==> src/rtl/xgriscv_muldiv_div_if.sv <==
// Bus between the execute-stage issue logic and the iterative divider.
//
// Handshake: the master raises start for one cycle with op/a/b valid; the
// divider accepts it only when busy=0 and flush=0 (busy acts as not-ready).
// A start seen while busy=1 or together with flush is dropped, not queued.
// done is a one-cycle valid strobe for result; there is no backpressure on
// done, so the master must capture result on that cycle or later, before
// the next accepted operation completes.
interface xgriscv_muldiv_div_if #(
    parameter int XLEN = 32
);
    logic            start;
    logic [1:0]      op;
    logic [XLEN-1:0] a;
    logic [XLEN-1:0] b;
    logic            flush;
    logic            busy;
    logic            done;
    logic [XLEN-1:0] result;
    logic [1:0]      fsm_state;

    modport master (
        output start, op, a, b, flush,
        input  busy, done, result, fsm_state
    );

    modport slave (
        input  start, op, a, b, flush,
        output busy, done, result, fsm_state
    );
endinterface

==> src/rtl/xgriscv_muldiv_div.sv <==
// Iterative restoring divider for RV32M DIV/DIVU/REM/REMU.
// Works on operand magnitudes, one quotient bit per cycle, then a single
// sign-fix cycle. Divide-by-zero and signed overflow finish in one cycle.
module xgriscv_muldiv_div #(
    parameter int XLEN = 32,
    parameter int CNTW = $clog2(XLEN)
) (
    input  logic                 clk,
    input  logic                 reset,
    xgriscv_muldiv_div_if.slave  bus
);

    typedef enum logic [1:0] {
        IDLE = 2'd0,
        CALC = 2'd1,
        FIX  = 2'd2,
        DONE = 2'd3
    } state_t;

    state_t          state;
    logic [1:0]      op_q;
    logic            sign_a;
    logic            sign_b;
    logic [XLEN-1:0] rem_q;     // partial remainder
    logic [XLEN-1:0] quo_q;     // dividend shifts out the top, quotient shifts in the bottom
    logic [XLEN-1:0] dvs_q;     // divisor magnitude
    logic [XLEN-1:0] result_q;
    logic [CNTW-1:0] cnt_q;

    logic            busy;
    logic            accept;
    logic            in_signed;
    logic            a_neg;
    logic            b_neg;
    logic [XLEN-1:0] abs_a;
    logic [XLEN-1:0] abs_b;
    logic            div_zero;
    logic            overflow;
    logic [XLEN-1:0] special_res;
    logic [XLEN:0]   shifted;
    logic [XLEN:0]   diff;
    logic            q_bit;
    logic [XLEN-1:0] rem_next;
    logic [XLEN-1:0] quo_next;
    logic [XLEN-1:0] fix_res;

    assign busy          = (state == CALC) || (state == FIX);
    assign bus.busy      = busy;
    assign bus.done      = (state == DONE);
    assign bus.result    = result_q;
    assign bus.fsm_state = state;

    // Operand capture: magnitudes, sign bits and the single-cycle special cases.
    always_comb begin
        accept      = bus.start && !busy && !bus.flush;
        in_signed   = !bus.op[0];
        a_neg       = in_signed && bus.a[XLEN-1];
        b_neg       = in_signed && bus.b[XLEN-1];
        abs_a       = a_neg ? (~bus.a + 1'b1) : bus.a;
        abs_b       = b_neg ? (~bus.b + 1'b1) : bus.b;
        div_zero    = (bus.b == '0);
        overflow    = in_signed && (bus.a == {1'b1, {(XLEN-1){1'b0}}}) && (bus.b == '1);
        special_res = '0;
        if (div_zero) begin
            special_res = bus.op[1] ? bus.a : '1;
        end else if (overflow) begin
            special_res = bus.op[1] ? '0 : bus.a;
        end
    end

    // One restoring step: shift {rem, dividend} left, trial-subtract, keep if non-negative.
    always_comb begin
        shifted  = {rem_q, quo_q[XLEN-1]};
        diff     = shifted - {1'b0, dvs_q};
        q_bit    = !diff[XLEN];
        rem_next = q_bit ? diff[XLEN-1:0] : shifted[XLEN-1:0];
        quo_next = {quo_q[XLEN-2:0], q_bit};
    end

    // Sign correction: quotient negative on sign mismatch, remainder follows the dividend.
    always_comb begin
        fix_res = '0;
        if (op_q[1]) begin
            fix_res = (!op_q[0] && sign_a) ? (~rem_q + 1'b1) : rem_q;
        end else begin
            fix_res = (!op_q[0] && (sign_a != sign_b)) ? (~quo_q + 1'b1) : quo_q;
        end
    end

    // Control FSM and datapath registers; result only changes when entering DONE.
    always_ff @(posedge clk) begin
        if (reset) begin
            state    <= IDLE;
            op_q     <= '0;
            sign_a   <= 1'b0;
            sign_b   <= 1'b0;
            rem_q    <= '0;
            quo_q    <= '0;
            dvs_q    <= '0;
            result_q <= '0;
            cnt_q    <= '0;
        end else if (bus.flush) begin
            state <= IDLE;
        end else begin
            case (state)
                IDLE, DONE: begin
                    if (accept) begin
                        op_q   <= bus.op;
                        sign_a <= a_neg;
                        sign_b <= b_neg;
                        quo_q  <= abs_a;
                        dvs_q  <= abs_b;
                        rem_q  <= '0;
                        cnt_q  <= CNTW'(XLEN - 1);
                        if (div_zero || overflow) begin
                            result_q <= special_res;
                            state    <= DONE;
                        end else begin
                            state <= CALC;
                        end
                    end else begin
                        state <= IDLE;
                    end
                end
                CALC: begin
                    rem_q <= rem_next;
                    quo_q <= quo_next;
                    cnt_q <= cnt_q - 1'b1;
                    if (cnt_q == '0) begin
                        state <= FIX;
                    end
                end
                FIX: begin
                    result_q <= fix_res;
                    state    <= DONE;
                end
                default: state <= IDLE;
            endcase
        end
    end

endmodule

==> src/flat_wrapper.sv <==
// flat-port wrapper written by rule: the top's interface ports become plain ports
module xgriscv_muldiv_div_flat 
#(
    parameter int XLEN = 32,
    parameter int CNTW = $clog2(XLEN)
)
  (clk, reset, bus_start, bus_op, bus_a, bus_b, bus_flush, bus_busy, bus_done, bus_result, bus_fsm_state);
  xgriscv_muldiv_div_if #(.XLEN(XLEN)) bus_i ();
  input  logic clk;
  input  logic reset;
  input wire logic [$bits(bus_i.start)-1:0] bus_start;
  input wire logic [$bits(bus_i.op)-1:0] bus_op;
  input wire logic [$bits(bus_i.a)-1:0] bus_a;
  input wire logic [$bits(bus_i.b)-1:0] bus_b;
  input wire logic [$bits(bus_i.flush)-1:0] bus_flush;
  output wire logic [$bits(bus_i.busy)-1:0] bus_busy;
  output wire logic [$bits(bus_i.done)-1:0] bus_done;
  output wire logic [$bits(bus_i.result)-1:0] bus_result;
  output wire logic [$bits(bus_i.fsm_state)-1:0] bus_fsm_state;
  assign bus_i.start = bus_start;
  assign bus_i.op = bus_op;
  assign bus_i.a = bus_a;
  assign bus_i.b = bus_b;
  assign bus_i.flush = bus_flush;
  assign bus_busy = bus_i.busy;
  assign bus_done = bus_i.done;
  assign bus_result = bus_i.result;
  assign bus_fsm_state = bus_i.fsm_state;
  xgriscv_muldiv_div #(.XLEN(XLEN), .CNTW(CNTW)) u_core (.clk(clk), .reset(reset), .bus(bus_i));
endmodule
==> config.mk <==
export PLATFORM = sky130hd
export DESIGN_NAME = xgriscv_muldiv_div_flat
export DESIGN_NICKNAME = d
export VERILOG_FILES = /design/src/rtl/xgriscv_muldiv_div_if.sv /design/src/rtl/xgriscv_muldiv_div.sv /design/src/flat_wrapper.sv
export SDC_FILE = /design/constraint.sdc
export NUM_CORES = 1
export LEC_CHECK = 0
export ABC_AREA = 1
export BUFFER_PORTS_ARGS = -buffer_cell sky130_fd_sc_hd__buf_4
export CAP_MARGIN = 20
export CELL_PAD_IN_SITES_DETAIL_PLACEMENT = 1
export CELL_PAD_IN_SITES_GLOBAL_PLACEMENT = 1
export CORE_MARGIN = 8
export CORE_UTILIZATION = 45
export DETAILED_ROUTE_END_ITERATION = 10
export GPL_TIMING_DRIVEN = 0
export PLACE_DENSITY_LB_ADDON = 0.1
export SLEW_MARGIN = 0
export SYNTH_ARGS = -nofsm -noshare
export SYNTH_HDL_FRONTEND = slang
export SYNTH_SLANG_ARGS = --single-unit
==> constraint.sdc <==
create_clock -name clk -period 7.05 [get_ports clk]
set_clock_uncertainty 0.15 [all_clocks]
set_input_delay 0 -clock clk [delete_from_list [all_inputs] [get_ports clk]]
set_output_delay 0 -clock clk [all_outputs]
set_load 0.03 [all_outputs]
==> results of run 1 <==
stage by stage:
stage | hold slack (ps) | area, um2 | power (W)
after floorplan | 3.818 | 13010 | 0.001315
after global placement | 141.2 | 14260 | 0.001577
after detailed placement | 152.0 | 14260 | 0.001600
after CTS | 21.81 | 15550 | 0.002541
after global routing | 78.55 | 15550 | 0.002666
final | 49.40 | 15550 | 0.002587
what timing repair did:
item                      CTS  global route
buffers inserted            0             0
hold endpoints to repair   92             0
hold buffers               71             0
area by class of cell:
cell class,instances,area [um2],area share (%)
flip-flops and latches,139,2783,17.90
clock inverters,12,126.4,0.8127
multi-input cells,1746,8534,54.88
clock buffers,20,446.7,2.873
well taps,384,480.5,3.090
repair buffers,174,1484,9.543
diodes,1,2.502,0.01609
inverters,349,1310,8.425
plain buffers,84,382.9,2.462
cells in the final DEF (no fill, tap or decap), drive strengths merged, types with 7 or more instances in the layout:
cell type	n
dlygate4sd3	71
xor2	28
o21ai	142
ha	42
nand4	37
and2	7
nand2	698
o221ai	10
a22oi	21
xnor2	16
buf	135
nor2	244
o211ai	18
nand3	236
nor3	27
clkbuf	72
a31oi	12
dfxtp	139
nand3b	15
inv	355
a21oi	164
path summary, 6_finish.rpt:
path | from | endpoint | slack (ps) | cells after the start
max reg2reg | u_core.bus.fsm_state[0] | u_core.quo_q[28] | 3540 | 11
min | bus_op[1] | u_core.bus.result[22] | 50 | 4
max | u_core.bus.fsm_state[0] | u_core.quo_q[28] | 3540 | 11
min reg2reg | u_core.dvs_q[31] | u_core.dvs_q[31] | 330 | 2
flip-flops by register name (all words and copies together), names as in the netlist:
name / cells
u_core.bus.fsm_state: 2
u_core.bus.result: 32
u_core.cnt_q: 5
u_core.dvs_q: 32
u_core.op_q: 2
u_core.quo_q: 32
u_core.rem_q: 32
u_core.sign_a: 1
u_core.sign_b: 1
where the power goes:
part,internal (W),leakage (nW),switching (W)
clock network,0.000505,0.275,0.000420
registers,0.000822,1.13,0.0000368
logic,0.000244,6.30,0.000559
total,0.00157,7.71,0.00102
tightest hold or removal path, stage by stage:
cell and delay, ps:
sky130_fd_sc_hd__clkbuf_1 320, sky130_fd_sc_hd__a211oi_1 140, sky130_fd_sc_hd__nor2_1 90, sky130_fd_sc_hd__a21oi_1 70
routing by layer:
layer,vias to the layer above,track usage (%)
met2,864,59.04
met5,-,0
met3,171,8.276
li1,7858,-
met1,8306,47.13
met4,4,15.08
logic make-up after synthesis:
group | count (synthesis) | share of synthesized area (%)
fa+ha+maj | 43 | 4.193
xor+xnor | 44 | 2.962
compound gates | 383 | 16.44
buf+inv | 433 | 13.01
simple gates | 1276 | 42.01
flops | 139 | 21.39
==> impl_summary.txt, run 1 <==
----------------------------------------------------
[Setup path]
  Nature of the critical path endpoint ... flip-flop
  Family with the most delay on the worst path ... compound AO/OA/AOI/OAI gates
  Critical-path top delay cell ... sky130_fd_sc_hd__nor2_2
  Worst Path Required ... 7260 ps
  Worst path cell trace ... inv_1 -> ha_1 -> a21oi_2 -> inv_1 -> nor2_2 -> inv_1 -> nor2_2 -> inv_2 -> a21oi_1 -> o21ai_0 -> a21oi_1
  Max stage delay on crit path ... 520 ps
  Bufs and invs on worst path ... 4
  Crit-path max FO ... 9
  Data arrival time of the critical path ... 3720 ps
  Setup crit start kind ... flip-flop
  Type of the setup path with the least slack ... flip-flop to flip-flop
  Most frequent CP cell ... sky130_fd_sc_hd__inv_1

[Floorplanning]
  Initial core utilization ... 45.45%
  Row Count ... 62
  Vertical die dimension ... 186.0 um
  Width of the chip ... 186.0 um
  I/O Pins ... 106
  Core region area ... 28630 um2
  Die outline area ... 34610 um2

[Timing]
  Actual slew at the worst max-slew pin ... 758.8 ps
  Maximum operating frequency ... 284.8 MHz
  Slew Viols, Final ... 0
  Max-slew headroom at the worst pin ... 49.41%
  Final hold violation count ... 0
  Fraction of the cycle the final worst path needs ... 49.81%
  Final Worst Setup Slack ... 3539 ps
  Unrepaired setup endpoints after global routing ... false
  Number of setup violations in the final report ... 0
  Total negative slack ... 0 ps
  Period minus WS final ... 3511 ps

[Placed design]
  Number of placed instances, taps included ... 2805
  Total of buffers placed on input and output ports ... 103
  Half-perimeter wire length after detailed placement ... 49.69 mm
  Last weighted congestion value of the routability-driven placer ... 0.9796
  Minimum setup slack after placement ... 3847 ps

[CTS]
  Clock network latency to the later pin of the worst-skew pair ... 450 ps
  Number of cells upsized or downsized after cts ... 0
  Clock-pin slew of the registers on the worst-case setup and hold paths ... 70 ps
  Sinks on the clock net ... 139
  H-tree depth reported by CTS ... 4
  Number of buffers between clock root and the deepest sink ... 2
  Clock tree from TritonCTS ... built
  Clock buffer count from CTS ... 17
  Root buf cell ... sky130_fd_sc_hd__clkbuf_16

[GRT]
  Global-route wire length before repair ... 97.76 mm
  Overflow after GRT ... 0
  Antenna violations before repair ... 3
  Via count of the first global-routing pass ... 17250
  Total global routing track utilization ... 36.83%
  Largest net degree at the start of global routing ... 17

[Route]
  Max Used Layer ... met5
  Count of vias placed by the detailed router ... 17200
  Met3 layer wire length in the routed design ... 6.047 mm
  Sum of routed wire length over all layers ... 64.98 mm
  Wire length on met1 ... 27.66 mm
  Via density per instance ... 5.914
  Routed wire length per instance ... 22.34 um
  Detailed Routing Iterations Pass 1 ... 6
  Final ANT Viol Nets ... 0
  Wire length on met2 ... 28.77 mm
  Drt first-iter violations ... 1605
  Remaining DRCs ... 0

[Logic synthesis]
  Count leader, synth ... sky130_fd_sc_hd__nand2_1
  Net count after synthesis ... 2431
  Synth area leader ... sky130_fd_sc_hd__dfxtp_1
  Post-synthesis average cell area ... 5.613 um2
  Area contributors post-synth ... sky130_fd_sc_hd__dfxtp_1 21%, sky130_fd_sc_hd__nand2_1 20%, sky130_fd_sc_hd__inv_1 9.8%, sky130_fd_sc_hd__nand3_1 8.9%, sky130_fd_sc_hd__nor2_1 6.8%
  Share of the yosys chip area belonging to registers ... 21.39%
  Number of warning messages in the yosys log ... 0
  Main synth FF type ... sky130_fd_sc_hd__dfxtp_1
  Synthesized instance count ... 2318
  Async set or reset register ratio after synthesis ... 0%
  Synth Register Bits ... 139
  Number of distinct standard cells referenced by the synthesized netlist ... 47
  Ranking of synthesized cells by instance count ... 686 x sky130_fd_sc_hd__nand2_1, 338 x sky130_fd_sc_hd__inv_1, 236 x sky130_fd_sc_hd__nor2_1
  Post-synth EDFFs ... 0
  Top cell type's share of synthesized area ... 21.39%
  Summed instance area of the synthesized netlist ... 13010 um2

[Finish]
  Area growth from synthesis to layout ... 19.52%
  Fraction of layout instances using a drive strength above 1 ... 8.320%
  Non-filler instance count after layout ... 2909
  Util after Layout ... 54.32%
  Final #Nets ... 2624
  Number of fill cells ... 4171

[Run]
  Max Cap Violations ... 0

[Run status]
  Status ... finished, final reports clean

[Power]
  Maximum vdd ir drop ... 0.1479 mV
  PwrDens ... 166.4 nW/um2
  Static leakage power ... 7.705 nW

[Worst hold path]
  Type of the tightest min-delay check ... input pin to flip-flop

----------------------------------------------------
(Power assumes the default switching activity.)
==> run 2, diff against run 1 <==
--- a/config.mk
+++ b/config.mk
@@ -11,7 +11,7 @@
 export CELL_PAD_IN_SITES_DETAIL_PLACEMENT = 1
 export CELL_PAD_IN_SITES_GLOBAL_PLACEMENT = 1
 export CORE_MARGIN = 8
-export CORE_UTILIZATION = 45
+export CORE_UTILIZATION = 42
 export DETAILED_ROUTE_END_ITERATION = 10
 export GPL_TIMING_DRIVEN = 0
 export PLACE_DENSITY_LB_ADDON = 0.1
==> constraint.sdc (replaced) <==
create_clock -name clk -period 3.61 [get_ports clk]
set_clock_uncertainty 0.15 [all_clocks]
set_input_delay 0 -clock clk [delete_from_list [all_inputs] [get_ports clk]]
set_output_delay 0 -clock clk [all_outputs]
set_load 0.03 [all_outputs]
==> impl_summary.txt, run 2 (synthesized netlist as in run 1, its figures left out) <==
----------------------------------------------------
[Route]
  Sum of routed wire length over all layers ... 63.32 mm (-2.6%)
  Routed wire length per instance ... 21.71 um (-2.8%)
  Detailed Routing Iterations Pass 1 ... 7 (+1)
  Drt first-iter violations ... 1612 (+0.44%)
  Remaining DRCs ... 0 (unchanged)
  Via density per instance ... 5.723 (-3.2%)
  Count of vias placed by the detailed router ... 16690 (-3.0%)
  Final ANT Viol Nets ... 0 (unchanged)

[GRT]
  Grt met1 use ... 46.70% (-0.43 points)
  Met3 global-route usage ... 5.991% (-2.3 points)
  Antenna violations before repair ... 1 (-2)
  Met2 Use GR ... 53.75% (-5.3 points)
  Via count of the first global-routing pass ... 16690 (-3.2%)
  Global-route wire length before repair ... 96.66 mm (-1.1%)
  Largest net degree at the start of global routing ... 17 (unchanged)
  Total global routing track utilization ... 33.93% (-2.9 points)
  GR peak layer ... met2
  Overflow after GRT ... 0 (unchanged)

[CTS]
  Clock buffer count from CTS ... 17 (unchanged)
  Clock network latency to the later pin of the worst-skew pair ... 440 ps (about the same)
  Clock tree from TritonCTS ... built
  H-tree depth reported by CTS ... 4 (unchanged)
  Number of cells upsized or downsized after cts ... 0 (unchanged)
  Sinks on the clock net ... 139 (unchanged)
  Root buf cell ... sky130_fd_sc_hd__clkbuf_16
  Clock-pin slew of the registers on the worst-case setup and hold paths ... 60 ps (about the same)
  Number of buffers between clock root and the deepest sink ... 2 (unchanged)

[Floorplanning]
  Row Count ... 64 (+3.2%)
  Die outline area ... 36860 um2 (+6.5%)
  Width of the chip ... 192 um (+3.2%)
  Initial core utilization ... 42.53% (-2.9 points)
  Core region area ... 30590 um2 (+6.9%)
  Vertical die dimension ... 192 um (+3.2%)
  I/O Pins ... 106 (unchanged)

[Placed design]
  Total of buffers placed on input and output ports ... 103 (unchanged)
  Last weighted congestion value of the routability-driven placer ... 0.9691 (-1.1%)
  Post-placement cell area ... 14280 um2 (+0.11%)
  Number of placed instances, taps included ... 2817 (+0.43%)
  Half-perimeter wire length after detailed placement ... 50.63 mm (+1.9%)
  Minimum setup slack after placement ... 457.5 ps (-3390 ps)

[Timing]
  Number of setup violations in the final report ... 0 (unchanged)
  Unrepaired setup endpoints after global routing ... false
  Total negative slack ... 0 ps (unchanged)
  Period minus WS final ... 3412 ps (-98.93 ps)
  Max-slew headroom at the worst pin ... 49.43% (about the same)
  Final hold violation count ... 0 (unchanged)
  Maximum operating frequency ... 293.0 MHz (+2.9%)
  Fraction of the cycle the final worst path needs ... 94.53% (+45 points)
  Actual slew at the worst max-slew pin ... 758.5 ps (-0.2820 ps)
  Slew Viols, Final ... 0 (unchanged)
  Final Worst Setup Slack ... 197.5 ps (-3341 ps)

[Power]
  Static leakage power ... 7.715 nW (+0.13%)
  PwrDens ... 331.5 nW/um2 (+99%)
  Maximum vdd ir drop ... 0.3097 mV (+110%)

[Setup path]
  Nature of the critical path endpoint ... flip-flop
  Worst Path Required ... 3830 ps (-3430 ps)
  Setup crit start kind ... flip-flop
  Data arrival time of the critical path ... 3630 ps (-90 ps)
  Crit-path max FO ... 9 (unchanged)
  Type of the setup path with the least slack ... flip-flop to flip-flop

[Finish]
  Most frequent cells in the layout ... 686 x sky130_fd_sc_hd__nand2_1, 338 x sky130_fd_sc_hd__inv_1, 236 x sky130_fd_sc_hd__nor2_1
  Non-filler instance count after layout ... 2917 (+0.28%)
  Most common cell after layout, fill and taps aside ... sky130_fd_sc_hd__nand2_1
  Fraction of layout instances using a drive strength above 1 ... 8.370% (+0.050 points)
  Antenna diode instance count ... 0 (-1)
  Util after Layout ... 50.98% (-3.3 points)
  Area growth from synthesis to layout ... 19.86%
  Final #Nets ... 2621 (-0.11%)
  Final non-filler cell area ... 15590 um2 (+0.28%)

[Worst hold path]
  Type of the tightest min-delay check ... input pin to flip-flop

[Run status]
  Status ... finished, final reports clean

[Run]
  Max Cap Violations ... 0 (unchanged)

----------------------------------------------------
[run 2: changes by cell type in the layout (fill, tap and decap cells not counted), sizes merged]
cell | before | now
bufinv | 1 | 4
clkinv | 3 | 5
diode | 1 | 0
dlygate4sd3 | 71 | 68
clkbuf | 72 | 71
clkinvlp | 2 | 3
inv | 355 | 350
[run 2: metal layers]
metal	up-vias	share of wire [%]
met2	668	45
met4	2	2.5
li1	7839	-
met1	8093	45
met5	-	0.016
met3	91	8.2
[run 2: worst max-delay path: stages (launching register included)]
cell and delay, ps:
sky130_fd_sc_hd__dfxtp_1 440, sky130_fd_sc_hd__inv_1 90, sky130_fd_sc_hd__ha_1 370, sky130_fd_sc_hd__a21oi_2 240
sky130_fd_sc_hd__inv_1 80, sky130_fd_sc_hd__nor2_2 310, sky130_fd_sc_hd__inv_1 190, sky130_fd_sc_hd__nor2_2 460
sky130_fd_sc_hd__nand3_1 220, sky130_fd_sc_hd__dlygate4sd3_1 650, sky130_fd_sc_hd__a21oi_1 130
[run 2: stage by stage]
| step | hold slack (ps) | power (W) |
|---|---|---|
| after floorplan | 3.818 | 0.002568 |
| after global placement | 140.3 | 0.003100 |
| final | 54.24 | 0.005169 |
| after global routing | 69.55 | 0.005373 |
| after detailed placement | 158.7 | 0.003141 |
| after CTS | 26.19 | 0.005114 |
[run 2: final timing paths]
path | slack [ps] | to | from | cells past startpoint
setup reg to reg | 200 | u_core.quo_q[31] | u_core.bus.fsm_state[0] | 10
setup / recovery | 200 | u_core.quo_q[31] | u_core.bus.fsm_state[0] | 10
hold reg to reg | 330 | u_core.dvs_q[31] | u_core.dvs_q[31] | 2
hold / removal | 50 | u_core.bus.result[22] | bus_start | 7
[run 2: power by group]
group / switching (W) / internal (W)
Combinational: 0.00108 / 0.000474
Sequential: 0.0000726 / 0.00161
Clock: 0.000756 / 0.00118
Total: 0.00191 / 0.00326
[run 2: repair_timing]
item	4_1_cts	5_1_grt
hold endpoints to repair	90	0
endpoints found under the setup margin	0	0
setup buffers	0	0
hold buffers	68	0
[run 2: layout make-up]
cell class | instances | area [um2]
Timing Repair Buffer | 171 | 1454
Inverter | 349 | 1310
Clock buffer | 19 | 442.9
Tap cell | 396 | 495.5
Multi-Input combinational cell | 1746 | 8534
Buffer | 84 | 382.9
Sequential cell | 139 | 2783
Clock inverter | 13 | 191.4
Fill cell | 4365 | 15000
